==> src/rtl/saph_span_interp.sv <==
// Span sequencer: restoring divide sets the DDA step, then one RGBA pixel per span position.
// Define SAPH_SPAN_PARALLEL_EN for four interpolators (1 px/cycle); default is one shared interpolator.

module saph_ch_interp (
    input  logic [7:0] a,
    input  logic [7:0] b,
    input  logic [7:0] t,
    output logic [7:0] y
);
    logic [8:0] w;
    logic [8:0] nw;

    // Weight 0..255 is stretched to 0..256 so t=255 returns b exactly.
    assign w  = {1'b0, t} + {8'b0, t[7]};
    assign nw = 9'd256 - w;
    assign y  = 8'((16'(a) * 16'(nw) + 16'(b) * 16'(w)) >> 8);
endmodule

module saph_span_interp (
    input  logic        clk,
    input  logic        rst_n,
    input  logic        cmd_valid,
    output logic        cmd_ready,
    input  logic [31:0] cmd_from,
    input  logic [31:0] cmd_to,
    input  logic [7:0]  cmd_len,
    output logic        px_valid,
    input  logic        px_ready,
    output logic [31:0] px_data,
    output logic        px_last,
    output logic        busy
);
    typedef enum logic [1:0] {S_IDLE, S_DIV, S_RUN} state_t;

    state_t      state, state_nx;
    logic [31:0] from_r, to_r;
    logic [7:0]  d, q, rem, coeff, idx;
    logic [8:0]  err, err_sum, rem_sh;
    logic [2:0]  div_cnt;
    logic        gen_done, accept, px_hs, out_free, compute, produce, is_last, rem_ge;
    logic [31:0] pix;

    assign cmd_ready = (state == S_IDLE);
    assign busy      = ~cmd_ready;
    assign accept    = cmd_ready && cmd_valid;
    assign px_hs     = px_valid && px_ready;
    assign out_free  = !px_valid || px_ready;
    assign compute   = (state == S_RUN) && !gen_done;
    assign is_last   = (idx == d);
    assign rem_sh    = {rem, 1'b1};
    assign rem_ge    = (rem_sh >= {1'b0, d});
    assign err_sum   = err + {1'b0, rem};

`ifdef SAPH_SPAN_PARALLEL_EN
    for (genvar k = 0; k < 4; k++) begin : g_ch
        saph_ch_interp u_interp (
            .a(from_r[8*k +: 8]),
            .b(to_r[8*k +: 8]),
            .t(coeff),
            .y(pix[8*k +: 8])
        );
    end
    assign produce = compute && out_free;
`else
    logic [1:0]  ch;
    logic [23:0] stage;
    logic [7:0]  cy;

    saph_ch_interp u_interp (
        .a(from_r[{ch, 3'b000} +: 8]),
        .b(to_r[{ch, 3'b000} +: 8]),
        .t(coeff),
        .y(cy)
    );
    assign pix     = {cy, stage};
    assign produce = compute && (ch == 2'd3) && out_free;

    // Channel 3 bypasses staging and lands in the output register with the staged bytes.
    always_ff @(posedge clk) begin
        if (!rst_n) begin
            ch    <= '0;
            stage <= '0;
        end else if (accept) begin
            ch <= '0;
        end else if (compute && ch != 2'd3) begin
            stage[{ch, 3'b000} +: 8] <= cy;
            ch                       <= ch + 2'd1;
        end else if (produce) begin
            ch <= '0;
        end
    end
`endif

    always_ff @(posedge clk) begin
        if (!rst_n) state <= S_IDLE;
        else        state <= state_nx;
    end

    always_comb begin
        state_nx = state;
        case (state)
            S_IDLE:  if (accept) state_nx = S_DIV;
            S_DIV:   if (div_cnt == 3'd7) state_nx = S_RUN;
            S_RUN:   if (px_hs && px_last) state_nx = S_IDLE;
            default: state_nx = S_IDLE;
        endcase
    end

    always_ff @(posedge clk) begin
        if (!rst_n) begin
            from_r   <= '0;
            to_r     <= '0;
            d        <= '0;
            q        <= '0;
            rem      <= '0;
            coeff    <= '0;
            idx      <= '0;
            err      <= '0;
            div_cnt  <= '0;
            gen_done <= 1'b0;
            px_valid <= 1'b0;
            px_data  <= '0;
            px_last  <= 1'b0;
        end else begin
            case (state)
                S_IDLE: if (accept) begin
                    from_r   <= cmd_from;
                    to_r     <= cmd_to;
                    d        <= cmd_len - 8'd1;
                    q        <= '0;
                    rem      <= '0;
                    coeff    <= '0;
                    idx      <= '0;
                    err      <= '0;
                    div_cnt  <= '0;
                    gen_done <= 1'b0;
                end
                S_DIV: begin
                    div_cnt <= div_cnt + 3'd1;
                    q       <= {q[6:0], rem_ge};
                    rem     <= rem_ge ? 8'(rem_sh - {1'b0, d}) : rem_sh[7:0];
                    if (div_cnt == 3'd7 && d == 8'd0) begin
                        q   <= '0;
                        rem <= '0;
                    end
                end
                S_RUN: if (produce) begin
                    gen_done <= is_last;
                    idx      <= idx + 8'd1;
                    // Skip the step after the final pixel so coeff stays at 255.
                    if (!is_last) begin
                        if (err_sum >= {1'b0, d}) begin
                            err   <= err_sum - {1'b0, d};
                            coeff <= coeff + q + 8'd1;
                        end else begin
                            err   <= err_sum;
                            coeff <= coeff + q;
                        end
                    end
                end
                default: ;
            endcase

            if (produce) begin
                px_valid <= 1'b1;
                px_data  <= pix;
                px_last  <= is_last;
            end else if (px_hs) begin
                px_valid <= 1'b0;
                px_last  <= 1'b0;
            end
        end
    end
endmodule

==> config.mk <==
export PLATFORM = sky130hd
export DESIGN_NAME = saph_span_interp
export DESIGN_NICKNAME = d
export VERILOG_FILES = /design/src/rtl/saph_span_interp.sv
export SDC_FILE = /design/constraint.sdc
export NUM_CORES = 1
export LEC_CHECK = 0
export ABC_CLOCK_PERIOD_IN_PS = 7900
export CORE_MARGIN = 3
export CORE_UTILIZATION = 30
export CTS_CLUSTER_SIZE = 24
export DETAILED_ROUTE_END_ITERATION = 7
export SYNTH_ARGS = -nofsm -noshare
export SYNTH_HDL_FRONTEND = slang
export SYNTH_SLANG_ARGS = --single-unit
==> constraint.sdc <==
create_clock -name clk -period 7.9 [get_ports clk]
set_input_delay 1.185 -clock clk [delete_from_list [all_inputs] [get_ports clk]]
set_output_delay 1.185 -clock clk [all_outputs]
set_load 0.02 [all_outputs]
---- Word-level counts from Yosys, hierarchy flattened ----
Index checks and enable logic that the tools add are counted.
storage, ports and cells
  bits in registers ....................... 179
  output and inout port bits .............. 36
  logic and storage cells ................. 107
operators by class
  add/subtract/negate cells ............... 13
  $mul .................................... 2
  $lt $le $gt $ge ......................... 2
  equality and inequality tests ........... 11
  shift-type cells ........................ 4
  mux-type cells .......................... 32
  bitwise logic cells ..................... 3
  reduce and logical (&&, ||, !) cells .... 24
operator list
  operator                number
  $mux 8                  8
  $pmux 8 s2              4
  $shiftx 32x6->8         2
  $mux 9                  4
  $mul 8x9->16            2
  $bwmux 24               1
  $shift 8x7->24 const A  1
  $shiftx 8x7->24         1
  $ge 9x8->1              2
  $pmux 9 s2              1
  $add 16x16->16          1
  $add 8x1->8 const B     2
  $mux 2                  5
  $add 8x1->9             1
  $add 9x8->9             1
  $sub 9x8->9             1
  $sub 9x9->9 const A     1
  $add 8x8->8             1
  $eq 8x8->1              1
  $logic_and 1x1->1       8
  $logic_not 8->1         1
  $ne 2x2->1 const B      4
  $reduce_bool 2->1       4
  $sub 8x1->8 const B     1
  21 further kinds        33

---- Depth between registers and ports, before layout ----
  depth in word-level cells ............... 6
  gate-level depth with buffers ........... 30
  gate-level depth less buffers ........... 29

---- By module ----
Synthesis repeated with hierarchy kept, for this count alone.
second synthesis, totals
  cells, all modules ...................... 1578
  area total of the unflattened synthesis .. 13496.7 um2
by module, submodules not included
  module            times used  cells each  area each (um2)  sequential area each (um2)
  saph_span_interp  1           1037        8653.3           3583.4
  saph_ch_interp    1           541         4843.4           0.0

---- Worst setup path before layout ----
No wires, ideal clock.
  path kind ............................... register to register
  start ................................... reg coeff[0]
  end ..................................... reg px_data[31]
  setup time .............................. 0.062 ns
  arrival time ............................ 7.257 ns
  data required time ...................... 7.838 ns
  path slack .............................. 0.581 ns
  stages on the path, launching flop included .. 28
  clock period less this slack ............ 7.319 ns
  cells stage by stage .................... dfxtp_1 ha_1 clkbuf_1 inv_1 ha_1 nand4_4 or2_1 xnor2_2 and2_1 fa_1 inv_1 fa_1 fa_1 inv_1 fa_1 fa_1 inv_1 fa_1 inv_1 ha_1 clkbuf_1 a21oi_1 o221ai_1 a221o_1 a21o_4 xnor2_4 or4b_1 nand3_1
on the way
  longest elaborated chain between the ends .. 4
  elaborated cells on any way between the ends .. 5
  classes of those cells .................. 3 x add/sub; 2 x mul
RTL lines
  element                 RTL line  source
  from (decl)             37        logic [7:0] d, q, rem, coeff, idx;
  from (signal assigned)  154       coeff <= coeff + q + 8'd1;
  from (signal assigned)  157       coeff <= coeff + q;
  $add 8x1->9 (*)         14        assign w = {1'b0, t} + {8'b0, t[7]};
  $sub 9x9->9             15        assign nw = 9'd256 - w;
  $mul 8x9->16            16        assign y = 8'((16'(a) * 16'(nw) + 16'(b) * 16'(w)) >> 8);
  $add 16x16->16 (*)      16
  to (signal assigned)    166       px_data <= pix;
  to (decl)               29        output logic [31:0] px_data,
Mark *: on every way between the ends. The rest lies on a longest branch, timed or not.
A chain may end at the register's enable or synchronous reset.

---- Worst setup path after layout ----
  start ................................... reg coeff[7]
  end ..................................... reg px_data[30]
The elaborated chain is that of the path after synthesis.

==> results.tsv <==
metric	value	unit
status	completed	
Vias	11700	
syn_area_per_cell	8.35	µm²
Initial Util	30.6	%
R2R setup slack	360	ps
top cell type by total area after synthesis	dfxtp_1	
# setup viols final	0	
final hold vios	0	
final slew viol count	0	
drt drc	0	
DRT iter0 DRCs	655	
drt first pass iters	5	
CP max-delay cell	fa_1	
post-synthesis net count	1956	
proportion of layout cells with a drive suffix above 1	6.25	%
slew margin rel.	26.3	%
max-cap violations	0	
CTS Hold Bufs	0	
largest net degree at the start of global routing	80	
die area	49100	µm²
clk root buf	clkbuf_16	
area grow syn2layout	18.0	%
GRT Util Overall	15.7	%
Worst path max stage delay	540	ps
RSZ-0062 raised after global routing	no	
YS warnings	0	
pre-CTS WS	263	ps
antenna violations before repair	0	
crit-path max FO	8	
Post-Syn Area	13900	µm²
register area share after synthesis	25.7	%
die width	221	µm
Sink Count	179	
Cell Rows	78	
hold crit path type	register to register	
NumNets Final	2051	
Overflow after GRT	0	
maximum root-to-sink buffer count	2	
Synth Register Bits	179	
fmax	0.133	GHz
Routed Antenna Nets	0	
insertion delay to the later sink of the worst-skew pair	460	ps
I/O Buffers	111	
CP top delay family	adder cells	
Die Height	221	µm
hpwl dp	30300	µm
first-pass GRT wire length	62500	µm
CTS tree	done	
H-Tree Depth	4	
via/cell ratio	4.91	
CTS Buf Count	17	
Pleak	0.00672	µW
vias in the first global route	11600	
setup TNS	0	ps
Worst Setup Path Type	register to register	
CTS clock-pin slew for the worst setup and hold paths	80	ps
Power Density	134	nW/µm²
Worst Tran Pin Value	1100	ps
Core Footprint	45600	µm²
CP endpoint kind	register	
Design Power	2200	µW
clk_skew	21.9	ps
Synth top area share	25.7	%
most frequent CP cell	fa_1	
crit start category	register	
Synth Flop Type	dfxtp_1	
final hold slack	452	ps
data required time of the worst path	8240	ps
WP buf/inv	3	
total wire length	38500	µm
Avg WL per Cell	16.2	µm
cell count after synthesis	1669	
Synth area leaders	dfxtp_1 (26%), fa_1 (16%), ha_1 (9.1%), nand2_1 (8.8%), inv_1 (4.6%)	
min Tclk post-route	7540	ps
# IOs	112	
RePlAce Congestion	0.912	
Synth cell types	80	
VDD IR-drop max	0.119	mV
Async SR Flop Fraction	0	%
CP Data Arrival Time	7880	ps
period utilization	95.5	%
worst setup margin	357	ps
number of synthesized flops with an enable pin	0	
-- area by class of cell --
cell class | instances | area (µm²)
Antenna cell | 2 | 5.00
Clock buffer | 17 | 425
Clock inverter | 15 | 198
Fill cell | 4749 | 29100
Inverter | 171 | 644
Multi-Input combinational cell | 1249 | 9450
Sequential cell | 179 | 3580
Tap cell | 600 | 751
Timing Repair Buffer | 146 | 1380
-- routing by layer --
layer	wire length (µm)	part of all wire (%)	track usage (%)
met1	19100	49	22.5
met2	17400	45	25.0
met3	1670	4.3	2.62
met4	402	1.0	3.20
met5	0	0	0
-- per-stage QoR --
| step | util (%) | cells | cell area [µm²] |
|---|---|---|---|
| 5_1_grt | 36.0 | 2377 | 16400 |
| 2_1_floorplan | - | 1669 | 13900 |
| 3_5_place_dp | 34.6 | 2345 | 15800 |
| 6_report | 36.1 | 2379 | 16400 |
| 4_1_cts | 36.0 | 2377 | 16400 |
| 3_3_place_gp | 34.6 | 2345 | 15800 |
-- synthesized netlist by cell type (30+ instances only) --
cell	count
nand2_1	325
dfxtp_1	179
inv_1	169
nor2_1	111
fa_1	110
a21oi_1	103
ha_1	101
clkbuf_1	58
o21ai_0	51
xnor2_1	50
and2_1	48
nand3_1	30
-- final timing paths --
path	from	to	depth (start not counted)
worst max-delay path	coeff[7]$_SDFFE_PN0P_	px_data[30]$_SDFFE_PN0P_	25
worst min-delay path	stage[1]$_SDFFE_PN0P_	stage[1]$_SDFFE_PN0P_	2
worst min register to register	stage[1]$_SDFFE_PN0P_	stage[1]$_SDFFE_PN0P_	2
worst max register to register	coeff[7]$_SDFFE_PN0P_	px_data[30]$_SDFFE_PN0P_	25
-- cell usage in the layout (no fill, tap or decap), types with 13 or more instances in the layout --
| cell | instances |
|---|---|
| a211oi_1 | 13 |
| a22oi_1 | 16 |
| nor2b_1 | 24 |
| inv_1 | 169 |
| clkbuf_16 | 17 |
| nand3_1 | 30 |
| and2_1 | 47 |
| nand2b_1 | 16 |
| fa_1 | 110 |
| and3_1 | 13 |
| mux2i_1 | 14 |
| clkdlybuf4s50_1 | 110 |
| o21ai_1 | 13 |
| dfxtp_1 | 179 |
| o21ai_0 | 51 |
| a21oi_1 | 103 |
| ha_1 | 100 |
| nor3_1 | 19 |
| buf_4 | 34 |
| a21boi_0 | 24 |
| nand2_1 | 324 |
| xnor2_1 | 50 |
| xor2_1 | 19 |
| nand4_1 | 13 |
| nor2_1 | 111 |
-- sequential cells by signal (all words and copies together) (netlist names) --
| name | flops |
|---|---|
| ch | 2 |
| coeff | 8 |
| d | 8 |
| div_cnt | 3 |
| err | 9 |
| from_r | 32 |
| gen_done | 1 |
| idx | 8 |
| px_data | 32 |
| px_last | 1 |
| px_valid | 1 |
| q | 8 |
| rem | 8 |
| stage | 24 |
| state | 2 |
| to_r | 32 |
-- repair_timing --
| action | in CTS | in global routing |
|---|---|---|
| setup endpoints to repair | 0 | 7 |
| gates resized for setup | 0 | 3 |
| setup buffers | 0 | 0 |
-- power breakdown --
group | leakage (µW) | internal (µW) | switching (µW)
Combinational | 0.00497 | 146 | 206
Sequential | 0.00145 | 930 | 24.7
Clock | 0.000292 | 481 | 413
Total | 0.00672 | 1560 | 643
-- logic make-up after synthesis --
family	Yosys count	share of synthesized area, %
xor gates and xnor gates	74	5.00
buffers and inverters	241	6.61
AOI/OAI and AO/OA	299	13.8
muxes	32	3.27
and+or+nand+nor	633	20.7
DFF	179	25.7
adders and majority gates	211	24.9
-- tightest hold or removal path, delay by kind of cell (launching register included) --
| kind | cells | cell delay, ps |
|---|---|---|
| DFF | 1 | 310 |
| and+or+nand+nor | 1 | 50 |
| AOI/OAI and AO/OA | 1 | 50 |
Note: power is estimated with default switching activity, not from simulation.
==> RTL edit 1, RTL diff (same settings) <==
Encoding of `state_t`: now one-hot (3 bits for 3 states).
--- a/src/rtl/saph_span_interp.sv
+++ b/src/rtl/saph_span_interp.sv
@@ -30,7 +30,7 @@
     output logic        px_last,
     output logic        busy
 );
-    typedef enum logic [1:0] {S_IDLE, S_DIV, S_RUN} state_t;
+    typedef enum logic [2:0] {S_IDLE = 3'b001, S_DIV = 3'b010, S_RUN = 3'b100} state_t;
 
     state_t      state, state_nx;
     logic [31:0] from_r, to_r;
Function: same outputs for any inputs over 10 cycles, from zero or initial values and one cycle with rst_n low; not proved beyond that.
==> RTL edit 1 against the unedited design <==
  * Routed wire length decreased by 2.1%
  * Sequential power increased by 2.2%
  * Sequential share of layout area increased by 0.19 points
  * Synthesized cell count fell by 3.1%
  * Area after synthesis is 0.30% lower
  * Power rose by 3.7%
  * Final area down 0.30%
  * Setup slack gained 0.16 ns
  * Sequential cell count rose by 1
  * Critical path type unchanged
  * Critical endpoint is now stage[14]
  * Largest power group unchanged
  * Highest routed layer unchanged
==> RTL edit 1: results (changes against the unedited design) <==
[place]
dpl.hpwl_um=29000  ; -4.2%
gp_congestion=0.912  ; about the same
dpl_cell_area_um2=15800  ; -0.18%
pre_cts_ws_ns=0.427  ; +0.164 ns

[critical_path]
crit_end=stage[14]
r2r_slack_ns=0.52  ; +0.16 ns
worstReg2RegStart=coeff[0]
reg2reg_depth=27  ; +8.0%

[pwr]
seq_power_share=0.428  ; -0.006
p_leak_nw=6.90  ; +2.8%
ir_drop_uv=146  ; +23%
power_mw=2.28  ; +3.7%
clkPwrFrac=0.399  ; -0.007
p_sw_frac=0.292  ; -0.000417

[synthesis]
ys_types=76  ; -5.0%
synth_nets=1904  ; -2.7%
synth_area_leaders=dfxtp_1 (26%), fa_1 (16%), ha_1 (9.1%)
synthXorXnorAreaFrac=0.0464  ; -0.00363
synthAdderAreaFrac=0.250  ; +0.000740
synth_mux_area_frac=0.0313  ; -0.00134

[timing]
slew_headroom=0.224  ; -0.0384
period_minus_slack_ns=7.38  ; -0.161 ns
fin_hold_ws_ns=0.463  ; +0.0110 ns

[outcome]
status=finished clean

[grt]
met1_usage=0.213  ; -0.0116
grt_pass1_wl_um=62600  ; about the same
grtUsageMet3=0.0261  ; -0.0000805
grt_max_degree=88  ; +10%
grt_pass1_vias=11775  ; +1.8%
met2_usage=0.253  ; +0.00261

[detailed_routing]
wl_met2_um=17100  ; -1.7%
drt-met1-wl_um=17500  ; -8.2%
drt-wirelength-per-cell_um=16.2  ; about the same

[final_layout]
diodes=0  ; -2
layout.nets=2003  ; -2.3%

[worst_hold_path]
hold_end=from_r[18]

-- RTL edit 1: what timing repair did --
item                       4_1_cts  5_1_grt
hold buffers                     0        0
setup endpoints to repair        0       17
resized for setup                0        2
-- RTL edit 1: final cells by class --
class / count / area (um2) / area share
multi-input cells: 1203 / 9410 / 0.574
flip-flops and latches: 180 / 3600 / 0.220
repair buffers: 143 / 1370 / 0.0838
well taps: 600 / 751 / 0.0458
inverters: 171 / 642 / 0.0392
clock buffers: 19 / 443 / 0.0270
clock inverters: 12 / 166 / 0.0102
-- RTL edit 1: cell families after synthesis --
| kind of cell | after synthesis |
|---|---|
| xor+xnor | 72 |
| simple gates | 602 |
| fa+ha+maj | 211 |
| mux | 30 |
| buf+inv | 234 |
| compound gates | 288 |
| flops | 180 |
-- RTL edit 1: worst max-delay path, delay by kind of cell (launching register included) --
kind            cells  cell delay, ns
compound gates      5            1.09
xor+xnor            2            0.43
fa+ha+maj           9            3.86
buf+inv             6            0.52
flops               1            0.40
simple gates        5            0.98
==> RTL edit 2, RTL diff (same flow settings) <==
Made on the original files. The option `SAPH_SPAN_PARALLEL_EN` is turned on by a define.
--- a/src/rtl/saph_span_interp.sv
+++ b/src/rtl/saph_span_interp.sv
@@ -1,5 +1,7 @@
 // Span sequencer: restoring divide sets the DDA step, then one RGBA pixel per span position.
 // Define SAPH_SPAN_PARALLEL_EN for four interpolators (1 px/cycle); default is one shared interpolator.
+
+`define SAPH_SPAN_PARALLEL_EN
 
 module saph_ch_interp (
     input  logic [7:0] a,
Check against the original RTL: no difference found for any inputs over 10 cycles, from zero or initial values and one cycle with rst_n low; that may be too few to reach the edited logic, so the function may still have changed.
==> RTL edit 2 against the unedited design <==
  * Hold slack better by 0.0039 ns
  * Area after synthesis is 83% higher
  * Final area is 73% higher
  * Sequential cell count is 26 lower
  * Power is 4.1% lower
  * Setup slack worse by 0.030 ns
  * Sequential power is 8.8% lower
  * Routed wire length is 74% higher
  * Non-clock buffer count is 8 higher
  * Global-route usage is 0.13 points higher
  * Count of clock-buffer cells in the layout stayed put
  * Clock power is 3.5% lower
  * Maximum frequency is 0.40% lower
  * Utilization is 2.1 points lower
==> RTL edit 2: results (changes against the unedited design) <==
[pwr]
seq_power_mw=0.871  ; -8.8%
p_leak_nw=13.8  ; +110%
p_per_area_nw_per_um2=74.1  ; -45%
p_sw_mw=0.705  ; +9.7%
combPwrFrac=0.179  ; +0.019
ir_drop_uv=189  ; +59%

[synthesis]
synthTopCellsByCount=inv_1 (560), fa_1 (428), nand2_1 (416)
ys_types=63  ; -21%
synth_area_leaders=fa_1 (34%), ha_1 (13%), dfxtp_1 (12%)
synthXorXnorAreaFrac=0.0368  ; -0.0132
synth_mux_area_frac=0.00118  ; -0.0315
synth_compound_area_frac=0.0722  ; -0.0658
synthAdderAreaFrac=0.469  ; +0.220
synthFlopType=dfxtp_1
synth_nets=3745  ; +91%
synth_warnings=0  ; unchanged
ys_seq_area_frac=0.120  ; -0.137
synthCells=2971  ; +78%

[clock_network]
cts.clk_slew.worst_paths_ns=0.08  ; about the same
clk_latency_ns=0.50  ; +0.04 ns
cts_buffers=17  ; unchanged
clock_path_buffers=2  ; unchanged
cts_root_buffer=clkbuf_16

[critical_path]
worstSetupStartpoint=coeff[0]
cp_max_fo=16  ; +8
arrival_ns=8.01  ; +0.13 ns
cp_top_family=adder cells
r2r_slack_ns=0.33  ; -0.03 ns
cp_slowest_cell=fa_1

[final_layout]
finalNonFillerCells=4133  ; +74%
layout.nets=3760  ; +83%
reg.largest.list=from_r: 32 flops, px_data: 32 flops, to_r: 32 flops
drive_gt1_frac=0.0360  ; -0.0264

[place]
pre_cts_ws_ns=0.143  ; -0.120 ns
dpl_cell_area_um2=27800  ; +76%
dpl.hpwl_um=52000  ; +72%
gp_congestion=0.852  ; -6.5%

[grt]
met1_usage=0.210  ; -0.0146
grt_max_degree=81  ; +1.3%
grtUsageMet3=0.0406  ; +0.0144
grt_use_total=0.158  ; +0.00128
met2_usage=0.256  ; +0.00534
antenna_found_initial=2  ; +2
grt_pass1_vias=20211  ; +75%
grt_pass1_wl_um=110000  ; +77%

[timing]
fin_hold_ws_ns=0.456  ; +0.00389 ns
skew_ns=0.0110  ; -0.0110 ns
worstMarginPinSlew_ns=0.990  ; -0.114 ns
period_minus_slack_ns=7.57  ; +0.0302 ns

[detailed_routing]
drt-wirelength-per-cell_um=16.2  ; +0.32%
drtIter0Drc=1078  ; +65%
highest_layer=met4
drt-met1-wl_um=30900  ; +62%
vias=19220  ; +65%
wl_met3_um=4010  ; +140%
wl_met2_um=30900  ; +78%

[worst_hold_path]
holdCritStartpoint=px_data[29]

[outcome]
status=finished clean

[RTL edit 2: final cells by class]
| class | count | area, um2 |
|---|---|---|
| Inverter | 561 | 2110 |
| Fill cell | 8826 | 55400 |
| Clock buffer | 17 | 425 |
| Sequential cell | 153 | 3060 |
| Timing Repair Buffer | 154 | 1460 |
| Multi-Input combinational cell | 2099 | 19800 |
| Antenna cell | 1 | 2.50 |
| Clock inverter | 14 | 160 |
| Tap cell | 1134 | 1420 |
[RTL edit 2: path summary, 6_finish.rpt]
path              cells past startpoint     endpoint
hold reg to reg                       2  px_data[29]
setup reg to reg                     26  px_data[23]
setup / recovery                     26  px_data[23]
hold / removal                        2  px_data[29]
[RTL edit 2: what timing repair did]
item | 4_1_cts | 5_1_grt
setup endpoints to repair | 0 | 13
gates resized for setup | 0 | 6
buffers inserted | 0 | 4
hold endpoints to repair | 0 | 0
